### src/rtl/clk_div_pkg.sv
// ============================================================
// clk_div_pkg : shared constants and divisor clamp helper
// Rev 1.0
// ============================================================
`default_nettype none

package clk_div_pkg;

  localparam int DIV_MIN       = 2;
  localparam int WIDTH_DEFAULT = 8;

  // Divisors of 0 or 1 cannot form a period; clamp them to the minimum.
  function automatic logic [31:0] clamp_div(input logic [31:0] d);
    return (d < 32'(DIV_MIN)) ? 32'(DIV_MIN) : d;
  endfunction

endpackage

`default_nettype wire

### src/rtl/clk_div_negext.sv
// ============================================================
// clk_div_negext : falling-edge extension flop for odd divisors
// Rev 1.0
// ============================================================
`default_nettype none

module clk_div_negext (
  input  logic clk,
  input  logic rst_n,
  input  logic d,
  output logic q
);

  always_ff @(negedge clk or negedge rst_n) begin
    if (!rst_n) q <= 1'b0;
    else        q <= d;
  end

endmodule

`default_nettype wire

### src/rtl/clk_div_n.sv
// ============================================================
// clk_div_n : runtime-programmable integer clock divider, N >= 2
// Option CLK_DIV_HALF_DUTY_EN: 50% duty for odd N.  Rev 1.0
// ============================================================
`default_nettype none

module clk_div_n
  import clk_div_pkg::*;
#(
  parameter int WIDTH       = WIDTH_DEFAULT,
  parameter int DIV_DEFAULT = 3
) (
  input  logic             clk,
  input  logic             rst,
  input  logic [WIDTH-1:0] div_in,
  input  logic             div_load,
  output logic             clkout,
  output logic             tick,
  output logic             div_err,
  output logic [WIDTH-1:0] div_cur
);

  localparam logic [WIDTH-1:0] DIV_RST = WIDTH'(DIV_DEFAULT);
  localparam logic [WIDTH-1:0] ONE     = WIDTH'(1);

  logic [WIDTH-1:0] cnt;
  logic [WIDTH-1:0] div_q;
  logic [WIDTH-1:0] pend_q;
  logic             pend_v;
  logic             run;
  logic             pos_q;

  logic [WIDTH-1:0] cnt_next;
  logic [WIDTH-1:0] div_next;
  logic [WIDTH-1:0] load_val;
  logic             load_bad;
  logic             wrap;

  // The first edge after reset opens period 0 instead of advancing cnt,
  // so clkout rises on that very edge.
  always_comb begin
    wrap     = run && (cnt == div_q - ONE);
    div_next = (wrap && pend_v) ? pend_q : div_q;
    cnt_next = (!run || wrap) ? '0 : cnt + ONE;
    load_val = WIDTH'(clamp_div(32'(div_in)));
    load_bad = 32'(div_in) < 32'(DIV_MIN);
  end

  always_ff @(posedge clk or negedge rst) begin
    if (!rst) begin
      run     <= 1'b0;
      cnt     <= '0;
      div_q   <= DIV_RST;
      pend_q  <= DIV_RST;
      pend_v  <= 1'b0;
      pos_q   <= 1'b0;
      tick    <= 1'b0;
      div_err <= 1'b0;
    end else begin
      run   <= 1'b1;
      cnt   <= cnt_next;
      div_q <= div_next;
      pos_q <= cnt_next < (div_next >> 1);
      tick  <= cnt_next == (div_next - ONE);
      // A load on the wrap cycle stays pending for the next boundary.
      if (div_load) begin
        pend_q <= load_val;
        pend_v <= 1'b1;
        if (load_bad) div_err <= 1'b1;
      end else if (wrap) begin
        pend_v <= 1'b0;
      end
    end
  end

`ifdef CLK_DIV_HALF_DUTY_EN
  logic neg_q;

  // Gated by div_q[0] so even divisors keep the extension flop at 0.
  clk_div_negext u_negext (
    .clk   (clk),
    .rst_n (rst),
    .d     (pos_q & div_q[0]),
    .q     (neg_q)
  );

  assign clkout = pos_q | neg_q;
`else
  assign clkout = pos_q;
`endif

  assign div_cur = div_q;

endmodule

`default_nettype wire
### config.mk
export PLATFORM = sky130hd
export DESIGN_NAME = clk_div_n
export DESIGN_NICKNAME = d
export VERILOG_FILES = /design/src/rtl/clk_div_pkg.sv /design/src/rtl/clk_div_negext.sv /design/src/rtl/clk_div_n.sv
export SDC_FILE = /design/constraint.sdc
export NUM_CORES = 1
export LEC_CHECK = 0
export CAP_MARGIN = 15
export CORE_ASPECT_RATIO = 0.5
export CORE_UTILIZATION = 57
export DETAILED_ROUTE_END_ITERATION = 8
export PLACE_DENSITY = 0.87
export SLEW_MARGIN = 0
export SYNTH_ARGS = -nofsm -noshare
export SYNTH_HDL_FRONTEND = slang
export SYNTH_HIERARCHICAL = 1
export SYNTH_SLANG_ARGS = --single-unit
### constraint.sdc
create_clock -name clk -period 4.5 [get_ports clk]
set_input_delay 0.675 -clock clk [delete_from_list [all_inputs] [get_ports clk]]
set_output_delay 0.675 -clock clk [all_outputs]
set_load 0.1 [all_outputs]
==> qor.txt <==
Buffers & Inverters on Critical Path -> 1
Global-route wire length before repair -> 7910 um
CP Cell Sequence -> inv_1, ha_1, xnor3_1, a32o_1, nand4b_1, nor4_2, nand3_1, and2_1, ha_1, a2111oi_0, o311ai_0, a211oi_2
Skew-Pair Late Insertion Delay -> 0.29 ns
Max VDD drop -> 0.180 mV
Largest net degree at the start of global routing -> 30
TritonCTS clock tree -> yes
Vias/cell -> 6.17
Total Wirelength -> 4950 um
GRT Total Usage -> 28.3%
I/O Pins -> 22
Min-delay src -> div_err
Tmin final -> 4.03 ns
Setup tns final -> 0 ns
Die width -> 87.1 um
Commonest non-fill, non-tap cells in the layout -> 25 x dfrtp_1, 21 x clkdlybuf4s50_1, 18 x inv_1, 18 x nor2_1, 15 x xnor2_1
Worst Setup Start Kind -> register
Vias -> 1802
Clock Pin Slew Worst Setup and Hold Paths -> 0.06 ns
Arr. time, crit path -> 4.23 ns
DRT antenna net count -> 0
Post-synth cell types -> 55
WHS Path Cells -> 1
Vias in the first global route -> 1670
Fin crit share -> 89.5%
Postcts setup bufs -> 0
Final Non-Filler Cells -> 292
Post-Syn Nets -> 236
Flip-flop and latch area -> 731 sq um
Critical Path End Type -> register
Worst R2R Start -> div_cur[0]
Final setup viols -> 0
Slowest stage cell, crit path -> dfstp_2
Worst clock skew -> 0.00712 ns
FILL cells -> 277
CP required -> 4.70 ns
Area of the core -> 3450 sq um
Largest delay share family, worst path -> simple AND/OR/NAND/NOR gates
H-tree depth -> 2
Synth Register Bits -> 29
Place WS -> 0.328 ns
Power Density -> 240 nW/um^2
RR Endpoint -> tick
GP Congestion -> 0.928
CP most frequent cell -> ha_1
Multi-input combinational cell area -> 1230 sq um
Max cap viols -> 0
Fmax -> 248 MHz
Lkg Pwr -> 1.05 nW
Syn Area/Cell -> 9.55 sq um
Placed insts -> 284
Total CTS buffers -> 5
Routed wire per std cell -> 17.0 um
Register area share after synthesis -> 35.4%
Worst hold margin -> 0.465 ns
Post-Syn Instances -> 216
Clk sink count -> 29
Worst-case hold path end point -> div_err
Nets -> 260
Max Transition Viols Final -> 0
Slew margin rel. -> 35.4%
Initial antenna violation count -> 0
Tot Pwr -> 0.575 mW
Max FO, Critical Path -> 7
CTS Buffer Depth -> 2
Worst hold path type -> reg2reg
Syn. warnings -> 6
Gr ovfl total -> 0
Actual slew at the worst max-slew pin -> 0.965 ns
Synthesized area -> 2060 sq um
Status -> complete, no violations
Post-synth EDFFs -> 0
CTS Root Cell -> clkbuf_8
Ys async rst share -> 100%
DRT iter0 DRCs -> 141
Reg2reg path depth -> 12
Die area -> 3880 sq um
Layout cell share with drive strength beyond 1 -> 13.3%
Flop2flop setup slack -> 0.47 ns
FP Rows -> 15
Critical Setup Path Class -> reg2reg
Final WS setup -> 0.471 ns
Max incr delay on CP -> 0.63 ns
DRT Pass-1 Iters -> 5
RSZ-0062 raised after global routing -> no
Most common cell after layout, fill and taps aside -> dfrtp_1
Syn-to-layout area delta -> 16.3%
Synth Flop Type -> dfrtp_1
# DRC -> 0
Initial Util -> 59.7%
Die height -> 44.5 um
Buffers added on ports -> 21
Hold Vio Cnt, Final -> 0
Ant diodes -> 0
Detail Placement HPWL -> 3830 um
==> Yosys cell counts, types with 2 or more instances <==
| master | instances | area (sq um) |
|---|---|---|
| and2_1 | 5 | 31.3 |
| a2111oi_0 | 2 | 17.5 |
| nand2b_1 | 2 | 12.5 |
| o211ai_1 | 2 | 15.0 |
| nand2_1 | 10 | 37.5 |
| inv_1 | 18 | 67.6 |
| ha_1 | 9 | 113 |
| nor4_2 | 2 | 25.0 |
| nand3_1 | 11 | 55.1 |
| mux2i_1 | 5 | 50.1 |
| a21oi_1 | 8 | 40.0 |
| xnor2_1 | 15 | 131 |
| mux2_2 | 7 | 78.8 |
| nor3_1 | 4 | 20.0 |
| a211oi_1 | 4 | 30.0 |
| nor4_1 | 5 | 31.3 |
| o311ai_0 | 2 | 17.5 |
| nor2b_1 | 3 | 18.8 |
| clkbuf_1 | 3 | 11.3 |
| dfstp_2 | 4 | 105 |
| xor2_1 | 5 | 43.8 |
| nor2_1 | 18 | 67.6 |
| a21o_1 | 6 | 45.0 |
| dfrtp_1 | 25 | 626 |
| buf_6 | 2 | 22.5 |
| or3_1 | 2 | 12.5 |
| o21ai_0 | 9 | 45.0 |
==> stage by stage <==
stage | cell area, sq um | utilization [%]
after floorplan | 2060 | -
after global placement | 2310 | 67.0
after detailed placement | 2310 | 67.0
after CTS | 2390 | 69.3
after global routing | 2400 | 69.5
final | 2400 | 69.5
==> routing by layer <==
metal / track usage (%) / part of all wire (%)
met1: 38.8 / 45
met5: 0 / 0
met4: 10.7 / 1.9
met2: 43.6 / 45
met3: 7.28 / 8.4
==> layout make-up <==
type,instances,share of cell area (%)
clock buffers,6,3.03
multi-input cells,163,51.2
well taps,51,2.66
flip-flops and latches,29,30.5
clock inverters,2,0.417
repair buffers,23,9.39
inverters,18,2.82
==> state kept, by name, summed over array words and instances, names as in the netlist <==
| register | cells |
|---|---|
| clkout | 1 |
| tick | 1 |
| pend_q | 8 |
| div_cur | 8 |
| run | 1 |
| cnt | 8 |
| pend_v | 1 |
| div_err | 1 |
==> kinds of logic (layout without fill, tap and decap cells) <==
logic type      count (synthesis)  count (layout)  synth area share (%)
other cells                     1               1                 0.182
fa+ha+maj                       9               9                  5.46
compound gates                 47              47                  17.2
simple gates                   73              73                  20.8
xor+xnor                       21              21                  9.59
mux                            12              12                  6.25
buf+inv                        24              49                  5.16
flops                          29              29                  35.4
==> repair_timing <==
item | CTS | global route
resized for setup | 0 | 1
hold buffers | 0 | 0
endpoints found under the setup margin | 0 | 1
==> worst max-delay path by stage <==
| stage | startpoint | cells past startpoint | endpoint |
|---|---|---|---|
| floorplan | div_cur[0] | 14 | clkout |
| global placement | div_cur[0] | 12 | tick |
| detailed placement | div_cur[0] | 12 | tick |
| CTS | div_cur[0] | 12 | tick |
| global route | div_cur[0] | 12 | tick |
| finish | div_cur[0] | 12 | tick |
==> power by group <==
group | switching, mW | internal (mW) | leakage, nW
Combinational | 0.0489 | 0.0312 | 0.642
Sequential | 0.0117 | 0.275 | 0.366
Clock | 0.101 | 0.107 | 0.0450
Total | 0.162 | 0.413 | 1.05
Note: power is estimated with default switching activity, not from simulation.
